`config.mk`:
```
export PLATFORM = sky130hd
export DESIGN_NAME = i2c_target
export DESIGN_NICKNAME = d
export VERILOG_FILES = /design/src/rtl/i2c_pkg.sv /design/src/rtl/i2c_bus_sync.sv /design/src/rtl/i2c_target.sv
export SDC_FILE = /design/constraint.sdc
export NUM_CORES = 1
export LEC_CHECK = 0
export ABC_AREA = 0
export ABC_CLOCK_PERIOD_IN_PS = 2200
export CORE_UTILIZATION = 50
export DETAILED_ROUTE_END_ITERATION = 6
export DONT_BUFFER_PORTS = 1
export MAX_ROUTING_LAYER = met4
export PLACE_DENSITY_LB_ADDON = 0.1
export SLEW_MARGIN = 20
export SYNTH_ARGS = -nofsm -noshare
export SYNTH_HDL_FRONTEND = slang
export SYNTH_HIERARCHICAL = 1
export SYNTH_SLANG_ARGS = --single-unit
export TNS_END_PERCENT = 1
```
`constraint.sdc`:
```
create_clock -name clk -period 2.2 [get_ports clk]
set_input_delay 0.33 -clock clk [delete_from_list [all_inputs] [get_ports clk]]
set_output_delay 0.33 -clock clk [all_outputs]
set_load 0.005 [all_outputs]
```
`src/rtl/i2c_pkg.sv`:
```
// Shared I2C definitions for the target and controller: byte size, FSM states
// and the bus-event encoding produced by i2c_bus_sync.
package i2c_pkg;

    localparam int BITS_PER_BYTE = 8;

    typedef enum logic [3:0] {
        IDLE,
        ADDR,
        ADDR_ACK,
        PTR,
        PTR_ACK,
        WDATA,
        WDATA_ACK,
        RDATA,
        RACK,
        IGNORE
    } i2c_state_e;

    typedef enum logic [1:0] {
        EV_NONE,
        EV_START,
        EV_STOP
    } i2c_event_e;

endpackage

```
`src/rtl/i2c_bus_sync.sv`:
```
// Pad synchroniser for SCL/SDA: 2-FF sync plus one history stage, giving
// registered levels, SCL edge strobes and START/STOP detection.
module i2c_bus_sync (
    input  logic clk,
    input  logic reset,
    input  logic scl_in,
    input  logic sda_in,
    output logic scl,
    output logic sda,
    output logic scl_rise,
    output logic scl_fall,
    output logic start_det,
    output logic stop_det
);

    logic [1:0] sclSync_q;
    logic [1:0] sdaSync_q;
    logic       sclHist_q;
    logic       sdaHist_q;

    // Reset to the idle-high bus level so leaving reset cannot fake a START.
    always_ff @(posedge clk) begin
        if (reset) begin
            sclSync_q <= 2'b11;
            sdaSync_q <= 2'b11;
            sclHist_q <= 1'b1;
            sdaHist_q <= 1'b1;
        end else begin
            sclSync_q <= {sclSync_q[0], scl_in};
            sdaSync_q <= {sdaSync_q[0], sda_in};
            sclHist_q <= sclSync_q[1];
            sdaHist_q <= sdaSync_q[1];
        end
    end

    assign scl       = sclSync_q[1];
    assign sda       = sdaSync_q[1];
    assign scl_rise  = scl & ~sclHist_q;
    assign scl_fall  = ~scl & sclHist_q;
    assign start_det = scl & sclHist_q & sdaHist_q & ~sda;
    assign stop_det  = scl & sclHist_q & ~sdaHist_q & sda;

endmodule

```
`src/rtl/i2c_target.sv`:
```
// I2C target: register-mapped responder with pointer write, burst write and
// auto-incrementing burst read. Open-drain SDA via sda_oe, no clock stretching.
module i2c_target
    import i2c_pkg::*;
#(
    parameter logic [6:0] DEVICE_ADDR = 7'h68
) (
    input  logic       clk,
    input  logic       reset,
    input  logic       scl_in,
    input  logic       sda_in,
    output logic       sda_oe,
    output logic [7:0] reg_addr,
    output logic [7:0] reg_wdata,
    output logic       reg_we,
    output logic       reg_re,
    input  logic [7:0] reg_rdata,
    output logic       busy
);

    localparam logic [3:0] LAST_BIT  = 4'(BITS_PER_BYTE - 1);
    localparam logic [3:0] FULL_BYTE = 4'(BITS_PER_BYTE);

    logic scl, sda, sclRise, sclFall, startDet, stopDet;

    i2c_bus_sync u_sync (
        .clk       (clk),
        .reset     (reset),
        .scl_in    (scl_in),
        .sda_in    (sda_in),
        .scl       (scl),
        .sda       (sda),
        .scl_rise  (sclRise),
        .scl_fall  (sclFall),
        .start_det (startDet),
        .stop_det  (stopDet)
    );

    i2c_state_e state_q, state_d;
    i2c_event_e busEvent;
    logic [3:0] bitCnt_q, bitCnt_d;
    logic [7:0] rxShift_q, rxShift_d, txShift_q, txShift_d;
    logic [7:0] regAddr_q, regAddr_d, regWdata_q, regWdata_d;
    logic       sdaOe_q, sdaOe_d, regWe_q, regWe_d, regRe_q, regRe_d;
    logic       loadTx_q, loadTx_d, rw_q, rw_d, busy_q, busy_d;
    logic [7:0] byteIn;
    logic       byteDone;

    assign busEvent = startDet ? EV_START : (stopDet ? EV_STOP : EV_NONE);

    always_ff @(posedge clk) begin
        if (reset) begin
            state_q    <= IDLE;
            bitCnt_q   <= '0;
            rxShift_q  <= '0;
            txShift_q  <= '0;
            regAddr_q  <= '0;
            regWdata_q <= '0;
            sdaOe_q    <= 1'b0;
            regWe_q    <= 1'b0;
            regRe_q    <= 1'b0;
            loadTx_q   <= 1'b0;
            rw_q       <= 1'b0;
            busy_q     <= 1'b0;
        end else begin
            state_q    <= state_d;
            bitCnt_q   <= bitCnt_d;
            rxShift_q  <= rxShift_d;
            txShift_q  <= txShift_d;
            regAddr_q  <= regAddr_d;
            regWdata_q <= regWdata_d;
            sdaOe_q    <= sdaOe_d;
            regWe_q    <= regWe_d;
            regRe_q    <= regRe_d;
            loadTx_q   <= loadTx_d;
            rw_q       <= rw_d;
            busy_q     <= busy_d;
        end
    end

    // In the ACK states sdaOe_q doubles as the phase flag: the first SCL fall
    // pulls SDA low, the second one ends the ACK bit.
    always_comb begin
        state_d    = state_q;
        bitCnt_d   = bitCnt_q;
        rxShift_d  = rxShift_q;
        txShift_d  = txShift_q;
        regAddr_d  = regAddr_q;
        regWdata_d = regWdata_q;
        sdaOe_d    = sdaOe_q;
        regWe_d    = 1'b0;
        regRe_d    = 1'b0;
        loadTx_d   = regRe_q;
        rw_d       = rw_q;
        busy_d     = busy_q;
        byteIn     = {rxShift_q[6:0], sda};
        byteDone   = sclRise && (bitCnt_q == LAST_BIT);

        if (regWe_q) begin
            regAddr_d = regAddr_q + 8'd1;
        end
        // Read data lands one clk after reg_re; on the first byte SCL is already
        // low, so the MSB goes straight out instead of waiting for a fall.
        if (loadTx_q) begin
            txShift_d = reg_rdata;
            if (state_q == RDATA && !scl) begin
                sdaOe_d   = ~reg_rdata[7];
                txShift_d = {reg_rdata[6:0], 1'b0};
            end
        end

        case (busEvent)
            EV_START: begin
                state_d  = ADDR;
                bitCnt_d = '0;
                sdaOe_d  = 1'b0;
                busy_d   = 1'b0;
            end
            EV_STOP: begin
                state_d = IDLE;
                sdaOe_d = 1'b0;
                busy_d  = 1'b0;
            end
            default: begin
                case (state_q)
                    ADDR, PTR, WDATA: begin
                        if (sclRise) begin
                            rxShift_d = byteIn;
                            bitCnt_d  = bitCnt_q + 4'd1;
                        end
                        if (byteDone) begin
                            if (state_q == PTR) begin
                                regAddr_d = byteIn;
                                state_d   = PTR_ACK;
                            end else if (state_q == WDATA) begin
                                regWdata_d = byteIn;
                                regWe_d    = 1'b1;
                                state_d    = WDATA_ACK;
                            end else if (byteIn[7:1] == DEVICE_ADDR && byteIn[7:1] != 7'h00) begin
                                rw_d    = byteIn[0];
                                busy_d  = 1'b1;
                                state_d = ADDR_ACK;
                            end else begin
                                state_d = IGNORE;
                            end
                        end
                    end
                    ADDR_ACK, PTR_ACK, WDATA_ACK: begin
                        if (sclFall) begin
                            sdaOe_d = ~sdaOe_q;
                            if (sdaOe_q) begin
                                bitCnt_d = '0;
                                if (state_q != ADDR_ACK) begin
                                    state_d = WDATA;
                                end else if (rw_q) begin
                                    regRe_d = 1'b1;
                                    state_d = RDATA;
                                end else begin
                                    state_d = PTR;
                                end
                            end
                        end
                    end
                    RDATA: begin
                        if (sclRise) begin
                            bitCnt_d = bitCnt_q + 4'd1;
                        end
                        if (sclFall) begin
                            if (bitCnt_q == FULL_BYTE) begin
                                sdaOe_d = 1'b0;
                                state_d = RACK;
                            end else begin
                                sdaOe_d   = ~txShift_q[7];
                                txShift_d = {txShift_q[6:0], 1'b0};
                            end
                        end
                    end
                    RACK: begin
                        if (sclRise) begin
                            regAddr_d = regAddr_q + 8'd1;
                            bitCnt_d  = '0;
                            if (!sda) begin
                                regRe_d = 1'b1;
                                state_d = RDATA;
                            end else begin
                                busy_d  = 1'b0;
                                state_d = IGNORE;
                            end
                        end
                    end
                    default: ;
                endcase
            end
        endcase
    end

    assign sda_oe    = sdaOe_q;
    assign reg_addr  = regAddr_q;
    assign reg_wdata = regWdata_q;
    assign reg_we    = regWe_q;
    assign reg_re    = regRe_q;
    assign busy      = busy_q;

endmodule

```
==> results of run 1 <==
-- per-layer routing --
| layer | share of wire, % | global-route usage (%) | wire length, um | vias up |
|---|---|---|---|---|
| met2 | 43 | 31.5 | 2520 | 63 |
| met3 | 5.4 | 4.63 | 320 | 6 |
| met4 | 0.64 | 4.73 | 38 | 0 |
| met1 | 51 | 32.3 | 3020 | 1037 |
| li1 | - | - | - | 1151 |
| met5 | 0 | - | 0 | - |
-- report_power, final --
group / total, uW / switching [uW] / internal [uW]
clock: 669 / 326 / 343
sequential: 963 / 15.6 / 947
combinational: 453 / 278 / 175
total: 2080 / 619 / 1470
-- logic make-up after synthesis --
family / Yosys count / share of synthesized area (%)
adder cells (fa/ha/maj): 3 / 1.40
XOR/XNOR: 13 / 4.24
buffers and inverters: 27 / 4.05
multiplexers: 26 / 9.68
flip-flops: 51 / 38.0
AO/OA/AOI/OAI: 76 / 20.3
AND/OR/NAND/NOR: 114 / 22.3
-- how the worst max path moves through the flow --
stage	cells after the start	from	endpoint
after floorplan	6	u_sync/sclHist_q	state_q[2]
after global placement	4	state_q[0]	state_q[2]
after detailed placement	4	state_q[0]	state_q[2]
after CTS	4	state_q[0]	state_q[2]
after global routing	6	u_sync/sclSync_q[1]	txShift_q[7]
final	4	state_q[0]	state_q[2]
-- per-stage QoR --
stage | instance area [um^2] | util [%] | cells | power, uW
detailed placement | 2810 | 54.6 | 376 | 1430
global route | 2920 | 56.8 | 384 | 2180
global placement | 2810 | 54.6 | 376 | 1440
floorplan | 2690 | - | 310 | 1330
CTS | 2920 | 56.8 | 384 | 2100
finish | 2920 | 56.8 | 384 | 2080
-- worst max-delay path, cell delays in order (launching register included) --
cell       delay [ps]
dfxtp_1           320
or4b_1            700
a2111oi_4         520
o221ai_1          210
o211a_1           160
-- layout make-up --
type | count | area, um^2
Fill cell | 515 | 2220
Multi-Input combinational cell | 232 | 1560
Sequential cell | 51 | 1020
Timing Repair Buffer | 14 | 105
Tap cell | 70 | 87.6
Clock buffer | 5 | 68.8
Clock inverter | 3 | 46.3
Inverter | 9 | 33.8
-- state kept, by name, summed over array words and instances, names as in the netlist --
signal,cells
rxShift_q,7
u_sync/sclHist_q,1
sda_oe,1
reg_addr,8
u_sync/sclSync_q,2
loadTx_q,1
reg_wdata,8
busy,1
u_sync/sdaHist_q,1
txShift_q,8
reg_re,1
reg_we,1
bitCnt_q,4
u_sync/sdaSync_q,2
state_q,4
rw_q,1
-- cell usage in the layout (no fill, tap or decap), types with 7 or more instances in the layout --
cell and n:
nand2_1 10, a22oi_1 7, inv_1 9, nor2_1 40
nor3_1 9, buf_4 14, nand3_1 9, dfxtp_1 51
a21oi_1 17, xnor2_1 9, mux2i_1 26, a22o_1 7
o21ai_0 10
==> impl_metrics.py, run 1 <==
metrics = {
    "outcome": {
        "status": "finished, final reports clean",
    },
    "cts": {
        "clock-sinks": 51,
        "insertion_delay_ps": 300,
        "root_buffer": "clkbuf_8",
        "clk_pin_slew_ps": 100,
        "cts.htree.levels": 2,
        "cts_tree": "built",
        "cts_resized": 0,
        "clk_path_buf_depth": 2,
        "cts_made_buffers": 5,
        "cts_setup_buffers": 0,
        "holdBufCountCts": 0,
    },
    "power": {
        "ir_drop_mv": 0.529,
        "p_per_area_nw_per_um2": 714,
        "leakagePower_uw": 0.00113,
    },
    "die": {
        "io_pins": 32,
        "rows": 26,
        "dieArea_um2": 5670,
        "initial_core_util_pct": 52.3,
        "fp.dieH_um": 75.3,
        "fp.coreArea_um2": 5140,
        "die_x_um": 75.3,
    },
    "route": {
        "drt_iter0_markers": 129,
        "wl_per_cell_um": 15.4,
        "via_count": 2257,
        "drtPass1Iterations": 5,
        "drt_wl_total_um": 5900,
        "antenna_left": 0,
        "viasPerCell": 5.88,
        "drc": 0,
    },
    "synth": {
        "yosys_warnings": 6,
        "synthTopCellsByCount": "dfxtp_1, nor2_1, mux2i_1",
        "syn_avg_cell_area_um2": 8.67,
        "yosys_register_bits": 51,
        "synth.most_common_cell": "dfxtp_1",
        "syn_inst": 310,
        "async_reset_ff_share_pct": 0,
        "syn-num-nets": 325,
        "synth_area_leaders": "dfxtp_1, mux2i_1, nor2_1",
        "synthDistinctLibCells": 52,
        "synth-main-ff-cell": "dfxtp_1",
        "synth_edf_count": 0,
        "synth_top_area_share_pct": 38.0,
        "yosysTopAreaCell": "dfxtp_1",
        "synth.cell_area_um2": 2690,
        "ys_seq_area_share_pct": 38.0,
    },
    "sta": {
        "fin_crit_sh_pct": 91.5,
        "skew_ps": 6.05,
        "fin_hold_ws_ps": 89.1,
        "setup_slack_ps": 186,
        "final_hold_viol_count": 0,
        "tns_ps": 0,
        "drv_slew": 0,
        "grt_setup_unrepaired": "no",
        "finalCriticalPeriod_ps": 2010,
        "clock.fmax_mhz": 497,
        "worst_pin_slew_ps": 520,
        "relSlewSlack_pct": 65.3,
        "setup-violations-final": 0,
    },
    "global_route": {
        "grt_pass1_vias": 1905,
        "grt_pass1_wl_um": 9280,
        "grt_overflow": 0,
        "grt_util_all_layers_pct": 22.2,
        "grt_max_degree": 36,
        "antenna_found_initial": 0,
    },
    "worst_setup_path": {
        "reg2reg_to": "state_q[2]",
        "reg2reg_depth": 4,
        "endpoint_kind": "flop",
        "crit_path_max_fanout": 7,
        "r2r_slack_ps": 190,
        "crit_type": "flop to flop",
        "cp-start-kind": "flop",
        "required_ps": 2400,
        "crit_arrival_ps": 2220,
        "r2r-start": "state_q[0]",
    },
    "placement": {
        "dp_hpwl_um": 4260,
        "dp_worst_setup_slack_ps": 200,
        "io_buffers": 0,
        "gp_congestion": 0.889,
    },
    "worst_hold_path": {
        "worstHoldPathType": "primary input to flop",
        "hold_start": "reset",
        "min_to": "state_q[0]",
        "min_path_cells": 1,
    },
    "job": {
        "max_cap_viol_count": 0,
    },
    "finish": {
        "antenna_cells": 0,
        "synthToLayoutAreaGrowth_pct": 8.66,
        "layout.nets": 328,
        "drive_above_1_share_pct": 8.60,
    },
}
No activity file was read; power rests on OpenSTA's default activity.
==> run 2: changes to the inputs <==
CORE_ASPECT_RATIO = 1.75   (was unset)
==> run 2 against run 1 <==
- the run now ends with design-rule violations left
- via count grew 2.3%
- worst setup slack worse by 48 ps
- non-clock buffer count is 8 higher
- hold slack got worse by 23 ps
- clock power down 12%
- critical path depth unchanged
- power fell by 2.2%
- final cell count fell by 1.8%
- first-iteration DRC count shrank 50%
- critical path type unchanged
- largest power group unchanged
- highest routed layer unchanged
==> impl_metrics.py, run 2 (same netlist as run 1, synthesis figures left out) <==
metrics = {
    "worst_setup_path": {
        "path_delay_family": "compound AO/OA/AOI/OAI gates",
        "crit_path_max_fanout": 7,
        "reg2reg_depth": 4,
        "required_ps": 2420,
        "crit_type": "flop to flop",
        "critPathBufInv": 0,
        "cp_slowest_cell": "or4b_1",
        "reg2reg_to": "state_q[2]",
        "r2r-start": "state_q[0]",
        "crit_arrival_ps": 2280,
        "r2r_slack_ps": 140,
        "endpoint_kind": "flop",
        "cpPeakStageDelay_ps": 730,
        "cp-start-kind": "flop",
        "crit_path_cell_trace": "or4b_1 -> a2111oi_4 -> o221ai_1 -> o211a_1",
    },
    "finish": {
        "synthToLayoutAreaGrowth_pct": 9.73,
        "drive_above_1_share_pct": 10.9,
        "layout.nets": 336,
        "num-fill-cells": 487,
        "multi_input_area_um2": 1560,
        "ff_latch_area_um2": 1020,
        "antenna_cells": 0,
        "layout_common_cells": "dfxtp_1, nor2_1, mux2i_1",
        "final_core_util_pct": 56.6,
        "layout.cells.most_common": "dfxtp_1",
    },
    "sta": {
        "skew_ps": 12.0,
        "fin_crit_sh_pct": 93.7,
        "relSlewSlack_pct": 55.6,
        "grt_setup_unrepaired": "no",
        "tns_ps": 0,
        "worst_pin_slew_ps": 663,
        "drv_slew": 0,
        "clock.fmax_mhz": 485,
        "final_hold_viol_count": 0,
        "finalCriticalPeriod_ps": 2060,
        "setup-violations-final": 0,
    },
    "placement": {
        "dp_hpwl_um": 4850,
        "gp_congestion": 0.871,
        "io_buffers": 0,
    },
    "die": {
        "dieArea_um2": 5680,
        "fp.dieH_um": 99.0,
        "die_x_um": 57.4,
        "rows": 35,
        "fp.coreArea_um2": 5210,
        "io_pins": 32,
        "initial_core_util_pct": 51.6,
    },
    "cts": {
        "cts.htree.levels": 2,
        "holdBufCountCts": 0,
        "clk_pin_slew_ps": 110,
        "cts_resized": 0,
        "root_buffer": "clkbuf_8",
        "clock-sinks": 51,
        "cts_made_buffers": 5,
        "insertion_delay_ps": 320,
        "clk_path_buf_depth": 2,
        "cts_setup_buffers": 0,
        "cts_tree": "built",
    },
    "outcome": {
        "violations": "design-rule violations",
        "status": "finished with violations",
    },
    "worst_hold_path": {
        "min_path_cells": 1,
        "hold_start": "reset",
        "min_to": "reg_wdata[4]",
        "worstHoldPathType": "primary input to flop",
    },
    "power": {
        "leakagePower_uw": 0.00117,
        "switching_share_pct": 32.3,
        "finalPower_uw": 2040,
        "ir_drop_mv": 0.546,
        "p_comb_share_pct": 23.8,
        "intPower_uw": 1380,
        "clkPwrFrac_pct": 29.0,
        "sequentialPowerShare_pct": 47.2,
        "power.switching_uw": 658,
        "p_per_area_nw_per_um2": 691,
    },
    "route": {
        "drtPass1Iterations": 6,
        "drc": 2,
        "drt_wl_total_um": 6600,
        "via_count": 2308,
        "viasPerCell": 6.12,
        "antenna_left": 0,
        "wl_per_cell_um": 17.5,
        "drt_iter0_markers": 65,
    },
    "job": {
        "max_cap_viol_count": 0,
    },
    "global_route": {
        "grt_max_degree": 36,
        "grt_pass1_vias": 2305,
        "antenna_found_initial": 0,
        "grt_pass1_wl_um": 10900,
        "grt_util_all_layers_pct": 25.4,
        "grt_overflow": 0,
    },
}
-- run 2: worst max-delay path by stage --
| stage | from | cells past startpoint | to |
|---|---|---|---|
| after floorplan | u_sync/sclHist_q | 6 | state_q[2] |
| after global placement | state_q[0] | 4 | state_q[2] |
| after detailed placement | state_q[0] | 4 | state_q[2] |
| after CTS | state_q[0] | 4 | state_q[2] |
| after global routing | state_q[1] | 4 | state_q[2] |
| final | state_q[0] | 4 | state_q[2] |
-- run 2: power groups by stage --
stage,sequential (uW),clock (uW),combinational (uW)
2_1_floorplan,991,0,344
3_3_place_gp,984,0,469
3_5_place_dp,983,0,474
4_1_cts,962,604,478
5_1_grt,965,640,532
6_report,962,591,486
-- run 2: final cells by class --
cell class                      instances  share of cell area [%]
Multi-Input combinational cell        232                    52.8
Inverter                                9                    1.15
Sequential cell                        51                    34.6
Timing Repair Buffer                   22                    5.60
Clock inverter                          3                    1.15
Clock buffer                            5                    2.33
Tap cell                               55                    2.33
-- run 2: per-layer routing --
layer | wire length [um] | track usage (%) | vias to the layer above
met4 | 210 | 11.1 | 0
met2 | 3650 | 46.4 | 57
met3 | 276 | 3.94 | 13
met1 | 2460 | 25.8 | 1076
li1 | - | - | 1162
met5 | 0 | - | -
-- run 2: through the flow --
| stage | cell area (um^2) | setup slack [ps] | hold WS [ps] | std cells |
|---|---|---|---|---|
| after floorplan | 2690 | 302 | 383 | 310 |
| after global placement | 2850 | 234 | 387 | 369 |
| after detailed placement | 2850 | 162 | 389 | 369 |
| after CTS | 2950 | 157 | 61.8 | 377 |
| after global routing | 2950 | 21.4 | 52.7 | 377 |
| final | 2950 | 138 | 66.3 | 377 |
